--- src/rtl/row_transform_pipe.sv ---
// Two-stage streaming 4-point DST-VII / DCT-II row transform with valid/ready flow control.
// Optional output saturation is enabled by defining ROW_TRANSFORM_SAT_EN.
module row_transform_pipe #(
  parameter int unsigned IN_W    = 12,
  parameter int unsigned COEFF_W = 8,
  parameter int unsigned OUT_W   = IN_W + COEFF_W + 2,
  parameter int unsigned SHIFT   = 0
) (
  input  logic                 clk,
  input  logic                 rst,
  input  logic                 s_valid,
  output logic                 s_ready,
  input  logic [4*IN_W-1:0]    s_row,
  input  logic                 s_mode,
  output logic                 m_valid,
  input  logic                 m_ready,
  output logic [4*OUT_W-1:0]   m_row,
  output logic                 m_mode,
  output logic                 m_last
);

  localparam int unsigned PW      = IN_W + COEFF_W;
  localparam int unsigned ACC_W   = IN_W + COEFF_W + 2;
  localparam int unsigned RW      = ACC_W + 1;
  localparam int unsigned BIAS_SH = (SHIFT > 0) ? SHIFT - 1 : 0;
  localparam logic signed [RW-1:0] RND_BIAS = (SHIFT > 0) ? (RW'(1) <<< BIAS_SH) : RW'(0);

  // Kernel table indexed by {mode, k, j}: entries 0..15 DST-VII, 16..31 DCT-II.
  localparam logic signed [7:0] KTAB [32] = '{
    8'sd29,  8'sd55,  8'sd74,  8'sd84,
    8'sd74,  8'sd74,  8'sd0,  -8'sd74,
    8'sd84, -8'sd29, -8'sd74,  8'sd55,
    8'sd55, -8'sd84,  8'sd74, -8'sd29,
    8'sd64,  8'sd64,  8'sd64,  8'sd64,
    8'sd83,  8'sd36, -8'sd36, -8'sd83,
    8'sd64, -8'sd64, -8'sd64,  8'sd64,
    8'sd36, -8'sd83,  8'sd83, -8'sd36
  };

  logic                 advance;
  logic                 in_hs;
  logic [1:0]           row_cnt;
  logic                 blk_mode;
  logic                 row_mode_c;

  logic signed [PW-1:0] prod_c  [4][4];
  logic signed [PW-1:0] s1_prod [4][4];
  logic                 s1_valid;
  logic [1:0]           s1_idx;
  logic                 s1_mode;

  logic signed [ACC_W-1:0] acc_c [4];
  logic signed [RW-1:0]    rnd_c [4];
  logic [4*OUT_W-1:0]      res_c;

  // Stall-all flow control: every stage moves only when the output slot frees up.
  assign advance = !m_valid || m_ready;
  assign s_ready = advance;
  assign in_hs   = s_valid && advance;

  // Row 0 takes the live mode; later rows reuse the block's latched mode.
  assign row_mode_c = (row_cnt == 2'd0) ? s_mode : blk_mode;

  always_comb begin
    for (int k = 0; k < 4; k++) begin
      for (int j = 0; j < 4; j++) begin
        prod_c[k][j] = PW'($signed(s_row[j*IN_W +: IN_W]))
                     * PW'(KTAB[{row_mode_c, 2'(k), 2'(j)}]);
      end
    end
  end

  always_comb begin
    for (int k = 0; k < 4; k++) begin
      acc_c[k] = ACC_W'(s1_prod[k][0]) + ACC_W'(s1_prod[k][1])
               + ACC_W'(s1_prod[k][2]) + ACC_W'(s1_prod[k][3]);
      rnd_c[k] = (RW'(acc_c[k]) + RND_BIAS) >>> SHIFT;
    end
  end

`ifdef ROW_TRANSFORM_SAT_EN
  generate
    if (OUT_W < RW) begin : g_sat
      localparam logic signed [RW-1:0] SAT_MAX = RW'({1'b0, {(OUT_W-1){1'b1}}});
      localparam logic signed [RW-1:0] SAT_MIN = ~SAT_MAX;
      always_comb begin
        res_c = '0;
        for (int k = 0; k < 4; k++) begin
          if (rnd_c[k] > SAT_MAX)      res_c[k*OUT_W +: OUT_W] = OUT_W'(SAT_MAX);
          else if (rnd_c[k] < SAT_MIN) res_c[k*OUT_W +: OUT_W] = OUT_W'(SAT_MIN);
          else                         res_c[k*OUT_W +: OUT_W] = OUT_W'(rnd_c[k]);
        end
      end
    end else begin : g_wide
      always_comb begin
        res_c = '0;
        for (int k = 0; k < 4; k++) res_c[k*OUT_W +: OUT_W] = OUT_W'(rnd_c[k]);
      end
    end
  endgenerate
`else
  // Wrap by keeping the low OUT_W bits (sign-extends when OUT_W is wider).
  always_comb begin
    res_c = '0;
    for (int k = 0; k < 4; k++) res_c[k*OUT_W +: OUT_W] = OUT_W'(rnd_c[k]);
  end
`endif

  always_ff @(posedge clk) begin
    if (rst) begin
      row_cnt  <= '0;
      blk_mode <= 1'b0;
      s1_valid <= 1'b0;
      s1_idx   <= '0;
      s1_mode  <= 1'b0;
      for (int k = 0; k < 4; k++) begin
        for (int j = 0; j < 4; j++) s1_prod[k][j] <= '0;
      end
      m_valid  <= 1'b0;
      m_row    <= '0;
      m_mode   <= 1'b0;
      m_last   <= 1'b0;
    end else begin
      if (in_hs) begin
        row_cnt <= row_cnt + 2'd1;
        if (row_cnt == 2'd0) blk_mode <= s_mode;
      end
      if (advance) begin
        s1_valid <= s_valid;
        if (s_valid) begin
          s1_prod <= prod_c;
          s1_idx  <= row_cnt;
          s1_mode <= row_mode_c;
        end
        m_valid <= s1_valid;
        if (s1_valid) begin
          m_row  <= res_c;
          m_mode <= s1_mode;
          m_last <= (s1_idx == 2'd3);
        end
      end
    end
  end

endmodule

--- config.mk ---
export PLATFORM = sky130hd
export DESIGN_NAME = row_transform_pipe
export DESIGN_NICKNAME = d
export VERILOG_FILES = /design/src/rtl/row_transform_pipe.sv
export SDC_FILE = /design/constraint.sdc
export NUM_CORES = 2
export LEC_CHECK = 0
export CORE_ASPECT_RATIO = 1.4
export CORE_MARGIN = 4
export CORE_UTILIZATION = 45
export CTS_BUF_LIST = sky130_fd_sc_hd__clkbuf_16
export DETAILED_ROUTE_END_ITERATION = 16
export HOLD_SLACK_MARGIN = 0.03
export PLACE_DENSITY_LB_ADDON = 0.25
export SLEW_MARGIN = 0
export SYNTH_ARGS = -nofsm -noshare
export SYNTH_HDL_FRONTEND = slang
export SYNTH_SLANG_ARGS = --single-unit
--- constraint.sdc ---
create_clock -name clk -period 7.7 [get_ports clk]
set_input_delay 1.925 -clock clk [delete_from_list [all_inputs] [get_ports clk]]
set_output_delay 1.925 -clock clk [all_outputs]
set_load 0.01 [all_outputs]
# --- Word-level counts from Yosys, hierarchy flattened ---
# Memories as Yosys holds them, arrays and structs flattened.
# Index checks and enable logic that the tools add are counted.
totals:
  regBits: 418
  rom_bits: 4096
  output_inout_bits: 92
  wordCells: 142
  memories: 16
memory_table:
  columns: ["memory", "words", "width", "rd", "rd_clocked_by_memory_dff", "wr", "line_no", "source"]
  rows:
  - ["(no name shown)", 32, 8, 1, 0, 0, "68", "* PW'(KTAB[{row_mode_c, 2'(k), 2'(j)}]);"]
  - ["(no name shown)", 32, 8, 1, 0, 0, "68", null]
  - ["(no name shown)", 32, 8, 1, 0, 0, "68", null]
  - ["(no name shown)", 32, 8, 1, 0, 0, "68", null]
  - ["(no name shown)", 32, 8, 1, 0, 0, "68", null]
  - ["(no name shown)", 32, 8, 1, 0, 0, "68", null]
  - ["+10 memories", null, null, null, null, null, null, null]
classes:
  n_addsub: 13
  mul: 16
  n_lt_le_gt_ge: 16
  eq_ne: 1
  mux: 33
  n_bitwise: 16
  reduce_logical: 6
ops:
  columns: ["cell", "n"]
  rows:
  - ["$mul A12 B8 Y20", 16]
  - ["$mux W8", 32]
  - ["$ge A6 B6 Y1 const B", 16]
  - ["$not A5 Y6", 16]
  - ["$add A21 B20 Y22", 4]
  - ["$add A22 B20 Y22", 4]
  - ["$add A20 B20 Y21", 4]
  - ["$reduce_and A2 Y1", 2]
  - ["$add A2 B1 Y2 const B", 1]
  - ["$eq A2 B2 Y1 const B", 1]
  - ["$logic_not A2 Y1", 1]
  - ["$logic_and A1 B1 Y1", 1]
  - ["$logic_not A1 Y1", 1]
  - ["$logic_or A1 B1 Y1", 1]
  - ["$mux W1", 1]

# --- Longest topological paths before layout ---
depth:
  word_depth: 7
  ltp_mapped: 25

# --- Least setup slack after synthesis ---
# Ideal clock, no wire load.
synth_path:
  path_kind: "input port to flip-flop"
  start: "in s_mode"
  end: "reg s1_prod[119] in the netlist's numbering"
  setup_time_ps: 130
  arrival_ps: 6781
  required_ps: 7570
  slack_ps: 789
  cell_stages: 20
  cell_sequence: "mux2i_4 > inv_2 > clkbuf_1 > clkbuf_1 > clkbuf_1 > nor2_1 > fa_1 > fa_1 > inv_1 > fa_1 > fa_1 > inv_1 > ha_1 > a21o_1 > a21o_1 > a311o_1 > o31a_1 > a211oi_2 > mux2i_1 > nor3_1"
synth_via:
  elab_chain_cells: 6
synth_lines:
  columns: ["item", "line_no", "source"]
  rows:
  - ["from (decl)", "14", "input logic s_mode,"]
  - ["$mux W1", null, null]
  - ["via row_mode_c", "44", "logic row_mode_c;"]
  - ["$not A5 Y6 (not written as such)", "68", null]
  - ["$mem_v2 Z32 W8", null, null]
  - ["$mux W8 (not written as such) (2 in a row)", "68", null]
  - ["$mul A12 B8 Y20", "68", null]
  - ["to (signal assigned)", "131", "s1_prod <= prod_c;"]
  - ["to (decl)", "47", "logic signed [PW-1:0] s1_prod [4][4];"]
# The timed path passes the listed nets, and every way through them passes these cells. The select of a mux whose other input is x is not followed.
# A chain may end at the register's enable or synchronous reset.

# --- Worst setup path in the final report ---
layout_path:
  start: "in s_mode"
  end: "reg s1_prod[19] in the netlist's numbering"
layout_via:
  elab_chain_cells: 6
layout_lines:
  columns: ["item", "line_no"]
  rows:
  - ["$mux W1", null]
  - ["$not A5 Y6 (not written as such)", "68"]
  - ["$mem_v2 Z32 W8", null]
  - ["$mux W8 (not written as such) (2 in a row)", "68"]
  - ["$mul A12 B8 Y20", "68"]
# No other way between the ends. The select of a mux whose other input is x is not followed.

==> results.toml <==
[status]
run_status = "finished, final reports clean"

[synthesis]
compound_cell_area_share_of_the_yosys_netlist = 0.1429
synth_common_cells = "1,133 x inv_1, 805 x ha_1, 702 x fa_1, 658 x nand2_1, 429 x a21oi_1"
post_synth_main_area_contributors = "fa_1 27%, ha_1 19%, dfxtp_1 15%, inv_1 8.1%, nand2_1 4.7%"
yosysWarningCount = 0
synth-edff-count = 0
synth_mux_area_frac = 0.004833
main_combinational_cell_family_by_area_after_synthesis = "adder cells"
top_flip_flop_cell_by_instance_count_after_synthesis = "dfxtp_1"
postSynthRegisterBits = 396
post_synth_fa_ha_maj_area_fraction = 0.4568
yosys.area.top_type_share = 0.2661
proportion_of_synthesized_flip_flops_having_asynchronous_set_or_reset = 0
syn_area_um2 = 52810
synth.most_common_cell = "inv_1"
syn-mean-instance-area_um2 = 8.828
post_synth_and_or_nand_nor_area_fraction = 0.1120
synth.yosys.seq_area_share = 0.1501
synth_xor_area_frac = 0.03964
synthDominantAreaCellType = "fa_1"
synth.lib_cells_used.distinct = 83
post_synth_inst_count = 5982

[floorplanning]
die_x_extent_um = 297.5
design.die.area_um2 = 123000
pin_count = 145
die_height_um = 413.3
initial_utilization = 0.4534
row_count = 148
core_area_um2 = 116500

[power]
power.density_cell_area_nw_per_um2 = 437.8
pleak_nw = 29.57
irDropWorstVdd_mv = 0.2590

[grt]
grt_start_max_net_pins = 163
antenna_found_initial = 0
groute.usage.overall = 0.2836
globalRouteOverflowTotal = 0
first_pass_grt_wire_length_mm = 263.3
via_count_of_the_first_global_routing_pass = 43020

[clock_tree]
cts_repair_resize_count = 0
clk-insertion-delay-late_ns = 0.62
cts.sink_count = 396
cts_htree_levels = 2
hold_buffers = 0
clockRootBuffer = "clkbuf_16"
cts_buffers = 47
number_of_buffers_inserted_to_repair_setup_after_cts = 0
clock_path_buffers = 3
clk_pin_slew_worst_paths_ns = 0.06
cts_tree = "built"

[hold_path]
whs_path_depth = 2
hold_path.class = "reg -> reg"

[setup_path]
timing.critical_path.slowest_stage_cell = "fa_1"
crit_path_max_incr_delay_ns = 0.53
path_common_cell = "inv_1"
critical_path_class = "in -> reg"
timing.critical_path.cells = "clkdlybuf4s50_1 -> mux2i_4 -> buf_4 -> nor2_1 -> or2_2 -> ha_1 -> inv_1 -> fa_1 -> inv_1 -> fa_1 -> inv_1 -> fa_1 -> inv_1 -> ha_1 -> o21ai_0 -> nor3_1 -> nor4_1 -> buf_4 -> o31ai_1 -> a21oi_1 -> xnor2_1 -> o21ai_0"
critPathTopFamily = "adder cells"
timing.critical_path.buf_inv = 7
reg2reg_depth = 23
crit_fanout = 18
critical_path_depth = 22
cp_required_ns = 8.18
critical_path.startpoint_type = "primary input"
cp.arrival_ns = 7.46
critical_path.endpoint_type = "flop"

[layout]
area_delta_synth_final_pct = 10.93
final.fill_count = 11130
post_route_cells_drive_above_1_share = 0.04749
final_net_count = 7798

[sta]
min_hold_slack_ns = 0.4484
setup_viol = 0
worst_slew_margin_rel = 0.2695
fin_crit_ns = 6.981
report.final.hold_viol_count = 0
fin_crit_sh = 0.9066
timing.fmax_ghz = 0.1433
skew_ns = 0.02760
layout_setup_ws_ns = 0.7192
drv_slew = 0
setup_total_negative_slack_ns = 0
grt_setup_unrepaired = "no"
worst_pin_slew_ns = 1.093

[route]
drc_errors = 0
via_per_inst = 5.427
wl_mm = 173.4
route.detailed.wl_per_inst_um = 22.30
drt-pass1-iter-count = 5
drt_iter0_drc = 2855
detailroute.via_count = 42200
drtAntennaViolNets = 0

[placed_design]
numPortBuffers = 144
placement_stage_worst_setup_slack_ns = 0.2030
gp_routability_congestion = 0.9830
hpwl_mm = 145.5

[job]
timing.max_cap.violations = 0
-- where the power goes --
| group | leakage [nW] | switching [W] | internal [W] | total, W |
|---|---|---|---|---|
| logic | 25.6 | 0.0119 | 0.00803 | 0.0200 |
| registers | 3.26 | 0.000791 | 0.00267 | 0.00346 |
| clock network | 0.730 | 0.00101 | 0.00121 | 0.00222 |
| total | 29.6 | 0.0138 | 0.0119 | 0.0256 |
-- worst paths after layout --
path	slack, ns	start	to
max	0.72	s_mode	s1_prod[19]
min	0.45	m_last	m_last
min reg2reg	0.45	m_last	m_last
max reg2reg	1.82	row_cnt[0]	s1_prod[19]
-- registers in the layout (all words and copies together) (netlist names) --
name,cells
m_last,1
s1_valid,1
m_row,88
s1_prod,299
s1_idx,2
m_valid,1
blk_mode,1
m_mode,1
row_cnt,2
-- worst min-delay path: stages (launching register included) --
cell,delay [ns]
dfxtp_1,0.31
nand2_1,0.05
a21oi_1,0.05
-- metal layers --
metal	up-vias	part of all wire	GRT usage
met1	20820	0.40	0.3433
met4	0	0.084	0.1862
met2	1057	0.47	0.4816
li1	20000	-	-
met5	-	0	0
met3	321	0.044	0.02967
-- final cells by class --
| type | count | area [um2] | area share |
|---|---|---|---|
| multi-input cells | 4352 | 40280 | 0.6876 |
| flip-flops and latches | 396 | 7928 | 0.1353 |
| inverters | 1134 | 4257 | 0.07266 |
| repair buffers | 307 | 2770 | 0.04728 |
| well taps | 1500 | 1877 | 0.03204 |
| clock buffers | 48 | 1201 | 0.02050 |
| clock inverters | 38 | 267.8 | 0.004570 |
| diodes | 1 | 2.502 | 0.00004271 |
-- stage by stage --
step                power (W)  std cells  utilization  instance area, um2
floorplan             0.01634       6062            -               53110
global placement      0.02308       7689       0.4903               57110
detailed placement    0.02325       7689       0.4903               57110
CTS                   0.02563       7775       0.5030               58580
global route          0.02791       7775       0.5030               58580
finish                0.02565       7776       0.5030               58580
-- logic make-up after synthesis --
family	count (synthesis)
buffers and inverters	1314
AO/OA/AOI/OAI	1189
flip-flops	396
AND/OR/NAND/NOR	1311
adder cells (fa/ha/maj)	1507
XOR/XNOR	239
multiplexers	24
other	2
-- cell usage in the layout (no fill, tap or decap), types with 52 or more instances in the layout --
cell type,synthesis,final
nor3_1,62,62
xnor2_1,156,156
conb_1,2,82
o21a_1,52,52
xor2_1,83,83
a211oi_1,87,87
clkdlybuf4s50_1,0,143
dfxtp_1,396,396
nand3_1,66,66
nor2_1,249,246
ha_1,805,805
a21o_1,95,95
nand2_1,658,655
a21oi_1,429,429
buf_4,0,155
o21ai_0,223,223
fa_1,702,702
inv_1,1133,1136
Note: power is estimated with default switching activity, not from simulation.
